$ cat config.mk
export PLATFORM = sky130hd
export DESIGN_NAME = associative_buffer
export DESIGN_NICKNAME = d
export VERILOG_FILES = /design/src/rtl/associative_buffer_pkg.sv /design/src/rtl/associative_buffer_match_unit.sv /design/src/rtl/associative_buffer.sv
export SDC_FILE = /design/constraint.sdc
export NUM_CORES = 1
export LEC_CHECK = 0
export ABC_AREA = 0
export CORE_MARGIN = 3
export CORE_UTILIZATION = 34
export DETAILED_ROUTE_END_ITERATION = 10
export GPL_TIMING_DRIVEN = 1
export PLACE_DENSITY_LB_ADDON = 0.15
export SLEW_MARGIN = 10
export SYNTH_ARGS = -nofsm -noshare
export SYNTH_HDL_FRONTEND = slang
export SYNTH_SLANG_ARGS = --single-unit
$ cat constraint.sdc
create_clock -name clk -period 3.16 [get_ports clk]
set_clock_uncertainty 0.1 [all_clocks]
set_input_delay 0.474 -clock clk [delete_from_list [all_inputs] [get_ports clk]]
set_output_delay 0.474 -clock clk [all_outputs]
set_load 0.05 [all_outputs]
$ cat src/rtl/associative_buffer_pkg.sv
// Shared encodings for the associative buffer: command codes and the operating mode.
package associative_buffer_pkg;

    localparam logic [1:0] CTRL_NONE = 2'd0;
    localparam logic [1:0] CTRL_LOAD = 2'd1;
    localparam logic [1:0] CTRL_INCR = 2'd2;
    localparam logic [1:0] CTRL_CLR  = 2'd3;

    typedef enum logic {
        LOOKUP = 1'b0,
        DUMP   = 1'b1
    } mode_t;

endpackage

$ cat src/rtl/associative_buffer_match_unit.sv
// Combinational key compare for the associative buffer: hit vector, lowest hit index
// and lowest free slot index.
module assoc_match_unit #(
    parameter int KEY_WIDTH   = 4,
    parameter int BUFFER_SIZE = 4
) (
    input  logic [BUFFER_SIZE-1:0]                i_valid,
    input  logic [BUFFER_SIZE-1:0][KEY_WIDTH-1:0] i_keys,
    input  logic [KEY_WIDTH-1:0]                  i_key,
    output logic [BUFFER_SIZE-1:0]                o_hitVec,
    output logic [$clog2(BUFFER_SIZE)-1:0]        o_hitIdx,
    output logic                                  o_free,
    output logic [$clog2(BUFFER_SIZE)-1:0]        o_freeIdx
);

    localparam int IW = $clog2(BUFFER_SIZE);

    // Scanning from the top down lets the lowest matching/free index win.
    always_comb begin
        logic w_match;
        o_hitVec  = '0;
        o_hitIdx  = '0;
        o_free    = 1'b0;
        o_freeIdx = '0;
        w_match   = 1'b0;
        for (int i = BUFFER_SIZE - 1; i >= 0; i--) begin
            w_match     = i_valid[i] && (i_keys[i] == i_key);
            o_hitVec[i] = w_match;
            if (w_match) begin
                o_hitIdx = IW'(i);
            end
            if (!i_valid[i]) begin
                o_free    = 1'b1;
                o_freeIdx = IW'(i);
            end
        end
    end

endmodule

$ cat src/rtl/associative_buffer.sv
// Fully-associative key/data store with registered lookup and a timed slot dump.
// Optional macro ASSOCIATIVE_BUFFER_INCR_SAT_EN makes INCR saturate instead of wrap.
module associative_buffer
    import associative_buffer_pkg::*;
#(
    parameter int DATA_WIDTH     = 8,
    parameter int KEY_WIDTH      = 4,
    parameter int BUFFER_SIZE    = 4,
    parameter int TIMER_INTERVAL = 4
) (
    input  logic                  clk,
    input  logic                  async_reset,
    input  logic                  start_reading,
    input  logic [1:0]            ctrl,
    input  logic [KEY_WIDTH-1:0]  key,
    input  logic [DATA_WIDTH-1:0] data_in,
    output logic [DATA_WIDTH-1:0] data_out,
    output logic                  valid
);

    localparam int IW = $clog2(BUFFER_SIZE);
    localparam int TW = (TIMER_INTERVAL > 1) ? $clog2(TIMER_INTERVAL) : 1;
    localparam logic [IW-1:0] LAST_IDX  = IW'(BUFFER_SIZE - 1);
    localparam logic [TW-1:0] LAST_TICK = TW'(TIMER_INTERVAL - 1);

    typedef struct packed {
        logic                  valid;
        logic [KEY_WIDTH-1:0]  key;
        logic [DATA_WIDTH-1:0] data;
    } entry_t;

    entry_t                               r_entries [BUFFER_SIZE];
    logic [IW-1:0]                        r_ptr;
    logic [IW-1:0]                        r_slotIdx;
    logic [TW-1:0]                        r_timer;
    mode_t                                r_mode;
    mode_t                                w_nextMode;
    logic [DATA_WIDTH-1:0]                r_dataOut;
    logic                                 r_valid;
    logic [DATA_WIDTH-1:0]                w_nextDataOut;
    logic                                 w_nextValid;
    logic [BUFFER_SIZE-1:0]               w_validVec;
    logic [BUFFER_SIZE-1:0][KEY_WIDTH-1:0] w_keys;
    logic [BUFFER_SIZE-1:0]               w_hitVec;
    logic [IW-1:0]                        w_hitIdx;
    logic [IW-1:0]                        w_freeIdx;
    logic                                 w_free;
    logic                                 w_hit;
    logic                                 w_lastTick;
    logic [DATA_WIDTH-1:0]                w_hitData;
    logic [DATA_WIDTH-1:0]                w_incrData;

    always_comb begin
        w_validVec = '0;
        w_keys     = '0;
        for (int i = 0; i < BUFFER_SIZE; i++) begin
            w_validVec[i] = r_entries[i].valid;
            w_keys[i]     = r_entries[i].key;
        end
    end

    assoc_match_unit #(
        .KEY_WIDTH   (KEY_WIDTH),
        .BUFFER_SIZE (BUFFER_SIZE)
    ) u_match (
        .i_valid   (w_validVec),
        .i_keys    (w_keys),
        .i_key     (key),
        .o_hitVec  (w_hitVec),
        .o_hitIdx  (w_hitIdx),
        .o_free    (w_free),
        .o_freeIdx (w_freeIdx)
    );

    assign w_hit      = |w_hitVec;
    assign w_hitData  = r_entries[w_hitIdx].data;
    assign w_lastTick = (r_timer == LAST_TICK);

`ifdef ASSOCIATIVE_BUFFER_INCR_SAT_EN
    assign w_incrData = (&w_hitData) ? w_hitData : w_hitData + DATA_WIDTH'(1);
`else
    assign w_incrData = w_hitData + DATA_WIDTH'(1);
`endif

    always_ff @(posedge clk or posedge async_reset) begin
        if (async_reset) begin
            r_mode <= LOOKUP;
        end else begin
            r_mode <= w_nextMode;
        end
    end

    always_comb begin
        w_nextMode = r_mode;
        case (r_mode)
            LOOKUP:  if (start_reading) w_nextMode = DUMP;
            DUMP:    if (w_lastTick && (r_slotIdx == LAST_IDX)) w_nextMode = LOOKUP;
            default: w_nextMode = LOOKUP;
        endcase
    end

    // Dumped slots are read from pre-edge contents, same as a lookup.
    always_comb begin
        w_nextDataOut = '0;
        w_nextValid   = 1'b0;
        case (r_mode)
            LOOKUP: begin
                if (w_hit) begin
                    w_nextDataOut = w_hitData;
                    w_nextValid   = 1'b1;
                end
            end
            DUMP: begin
                w_nextDataOut = r_entries[r_slotIdx].data;
                w_nextValid   = r_entries[r_slotIdx].valid;
            end
            default: ;
        endcase
    end

    always_ff @(posedge clk or posedge async_reset) begin
        if (async_reset) begin
            r_dataOut <= '0;
            r_valid   <= 1'b0;
        end else begin
            r_dataOut <= w_nextDataOut;
            r_valid   <= w_nextValid;
        end
    end

    always_ff @(posedge clk or posedge async_reset) begin
        if (async_reset) begin
            r_slotIdx <= '0;
            r_timer   <= '0;
        end else if (r_mode != DUMP) begin
            r_slotIdx <= '0;
            r_timer   <= '0;
        end else if (w_lastTick) begin
            r_timer   <= '0;
            r_slotIdx <= (r_slotIdx == LAST_IDX) ? '0 : r_slotIdx + IW'(1);
        end else begin
            r_timer   <= r_timer + TW'(1);
        end
    end

    // The replacement pointer only advances when a LOAD evicts an entry.
    always_ff @(posedge clk or posedge async_reset) begin
        if (async_reset) begin
            for (int i = 0; i < BUFFER_SIZE; i++) begin
                r_entries[i] <= '0;
            end
            r_ptr <= '0;
        end else begin
            case (ctrl)
                CTRL_LOAD: begin
                    if (w_hit) begin
                        r_entries[w_hitIdx].data <= data_in;
                    end else if (w_free) begin
                        r_entries[w_freeIdx] <= '{valid: 1'b1, key: key, data: data_in};
                    end else begin
                        r_entries[r_ptr] <= '{valid: 1'b1, key: key, data: data_in};
                        r_ptr <= (r_ptr == LAST_IDX) ? '0 : r_ptr + IW'(1);
                    end
                end
                CTRL_INCR: begin
                    if (w_hit) begin
                        r_entries[w_hitIdx].data <= w_incrData;
                    end
                end
                CTRL_CLR: begin
                    if (w_hit) begin
                        r_entries[w_hitIdx].valid <= 1'b0;
                        r_entries[w_hitIdx].data  <= '0;
                    end
                end
                default: ;
            endcase
        end
    end

    assign data_out = r_dataOut;
    assign valid    = r_valid;

endmodule

==> impl_metrics.env <==
export IMPL_ant_nets=0
export IMPL_dp_hpwl_um=8960
export IMPL_period_minus_slack_ps=3040
export IMPL_cts_tree="built"
export IMPL_worstPathArrival_ps=3140
export IMPL_core_area_um2=11100
export IMPL_hold_viol=0
export IMPL_worstPathMaxFanout=11
export IMPL_cts_max_level=3
export IMPL_dp_cells=612
export IMPL_yosys_register_bits=68
export IMPL_grt_max_degree=29
export IMPL_clkTransAtPathRegs_ps=60
export IMPL_worstRegToRegCells=10
export IMPL_slew_headroom_pct=48.7
export IMPL_placed_cell_area_um2=4820
export IMPL_ys_types=58
export IMPL_synth_edf_count=0
export IMPL_cts_num_sinks=68
export IMPL_die_w_um=114
export IMPL_grt_pass1_wl_um=19900
export IMPL_maxCapViolCount=0
export IMPL_syn_area_um2=3940
export IMPL_n_antenna_cell=0
export IMPL_outcome="finished clean"
export IMPL_timing_hold_ws_ps=339
export IMPL_synth_compound_area_share_pct=20.5
export IMPL_synth_xor_area_share_pct=4.86
export IMPL_critPathLaunch="key[2]"
export IMPL_worstSetupPathType="in -> reg"
export IMPL_vdd_drop_max_v=0.000507
export IMPL_cts_inserted_buffers=9
export IMPL_via_count=3555
export IMPL_cp_start_kind="input pin"
export IMPL_yosysSeqAreaShare_pct=43.2
export IMPL_rows=38
export IMPL_grt_pass1_vias=3601
export IMPL_yosys_area_share_simple_pct=16.0
export IMPL_wl_per_cell_um=19.4
export IMPL_rsz0062_at_grt="yes"
export IMPL_routed_wirelength_um=12400
export IMPL_synth_flop_cell="dfrtp_1"
export IMPL_cts_buffer_depth=2
export IMPL_synth_largest_area_cell="dfrtp_1"
export IMPL_syn_inst=395
export IMPL_power_density_nw_per_um2=1070
export IMPL_drcViolationCount=0
export IMPL_final_max_slew_violation_count=0
export IMPL_synth_top_cell_area_share_pct=43.2
export IMPL_grt_total_usage_pct=20.1
export IMPL_synthMuxAreaShare_pct=9.98
export IMPL_cts_root_buf="clkbuf_16"
export IMPL_nNetsFinal=514
export IMPL_fmax_mhz=329
export IMPL_insertion_delay_ps=340
export IMPL_hold_class="reg -> reg"
export IMPL_ys_warn_count=0
export IMPL_drt_initial_drc_count=240
export IMPL_dieArea_um2=12900
export IMPL_fin_cells=636
export IMPL_synth_adder_area_share_pct=1.91
export IMPL_synth_fp_nets=418
export IMPL_io_pins=26
export IMPL_syn2layout_area_growth_pct=34.7
export IMPL_firstDrtPassIters=5
export IMPL_synth_avg_cell_area_um2=9.97
export IMPL_tightest_slew_ps=769
export IMPL_antenna_found_initial=0
export IMPL_drive_gt1_share_pct=30.8
export IMPL_initial_core_util_pct=35.5
export IMPL_hold_buffers=0
export IMPL_cp_required_ps=3270
export IMPL_synth_area_leaders="dfrtp_1 43%, mux4_2 5.1%, mux2_2 4.6%"
export IMPL_synth_top_family_by_area="compound AO/OA/AOI/OAI gates"
export IMPL_setup_viol=0
export IMPL_gp_congestion=0.931
export IMPL_portBuffers=25
export IMPL_grt_remaining_overflow=0
export IMPL_critPathCaptureType="register"
export IMPL_r2r_slack_ps=450
export IMPL_design_area_um2=5310
export IMPL_post_route_period_util_pct=96.1
export IMPL_p_leak_nw=2.26
export IMPL_postSynth_asyncResetShare_pct=100
export IMPL_via_per_inst=5.59
export IMPL_die_h_um=114
## power breakdown
group          internal (mW)  switching (mW)  total, mW
clock network          0.697           0.414       1.11
registers               1.22           0.370       1.59
logic                   1.47            1.53       3.00
## final cells by class
cell class / instances / area [µm²]
clock buffer: 9 / 225
inverter: 10 / 37.5
sequential: 68 / 1700
timing repair buffer: 105 / 872
tap: 140 / 175
clock inverter: 7 / 100
multi-input combinational: 297 / 2190
fill: 1040 / 5770
## timing repair
item,4_1_cts,5_1_grt
buffers inserted,0,7
hold endpoints to repair,0,0
gates resized for setup,0,20
endpoints found under the setup margin,0,27
## worst min-delay path by stage
| stage | endpoint | cells after the start | startpoint |
|---|---|---|---|
| final | r_timer[0] | 1 | r_timer[0] |
| after global routing | r_timer[0] | 1 | r_timer[0] |
| after CTS | r_timer[0] | 1 | r_timer[0] |
| after detailed placement | r_timer[0] | 1 | r_timer[0] |
| after global placement | r_timer[0] | 1 | r_timer[0] |
| after floorplan | r_timer[0] | 1 | r_timer[0] |
## synthesized netlist by cell type (all sizes together), types with 3 or more instances
cell type  instances
nor2              32
nor4               4
xnor2             13
clkbuf            12
nor3              12
mux4               9
or4                4
a31oi              8
buf                9
a22o               3
a21oi             15
or2                3
mux2              16
o221ai             6
inv               10
xor2               8
o31ai              3
o21ai             40
nor2b              3
o22ai              4
nand4              5
nand3              7
ha                 6
dfrtp             68
nand2             43
and3               3
nand2b             6
a22oi             21
a222oi             3
## cells by family after synthesis
family,Yosys count
flip-flops,68
AO/OA/AOI/OAI,117
buffers and inverters,31
adder cells (fa/ha/maj),6
multiplexers,26
AND/OR/NAND/NOR,126
XOR/XNOR,21
## layer usage
| layer | vias up | routed length (µm) | global-route usage, % |
|---|---|---|---|
| li1 | 1665 | - | - |
| met4 | 0 | 174 | 5.37 |
| met3 | 16 | 701 | 2.97 |
| met2 | 121 | 5550 | 29.7 |
| met5 | - | 0 | 0 |
| met1 | 1753 | 5940 | 30.7 |
## critical path, stage by stage
cell and delay (ps):
clkdlybuf4s50_1 500, buf_4 170, xnor2_1 130, nand3_1 150, nor2_1 150, buf_6 180
nor3_2 70, a222oi_1 330, buf_4 210, buf_4 130, nor2_1 50, xnor2_1 160
a222oi_1 370, inv_1 80
## cell usage in the layout, fill, tap and decap left out, drive strengths merged, types with 3 or more instances in the layout
cell / n
or4: 4
o31ai: 3
a31oi: 8
inv: 11
mux2: 16
a22o: 3
xor2: 8
a222oi: 3
o22ai: 4
nor4: 4
or2: 4
clkbuf: 9
mux4: 9
a21oi: 15
nor2: 32
nand4: 5
clkinv: 4
clkdlybuf4s50: 23
o221ai: 6
buf: 80
nand2: 43
and3: 3
o21ai: 40
a22oi: 21
nand2b: 6
nor2b: 3
ha: 6
xnor2: 13
nor3: 12
nand3: 7
dfrtp: 68
## through the flow
stage	power [mW]	setup slack, ps	TNS (ps)	utilization (%)
floorplan	3.20	430	0	-
global placement	4.38	-288	-6090	43.5
detailed placement	4.41	-295	-6180	43.5
CTS	5.53	41.0	0	46.5
global route	6.09	-25.4	-51.8	47.9
finish	5.69	123	0	47.9
Note: power is estimated with default switching activity, not from simulation.
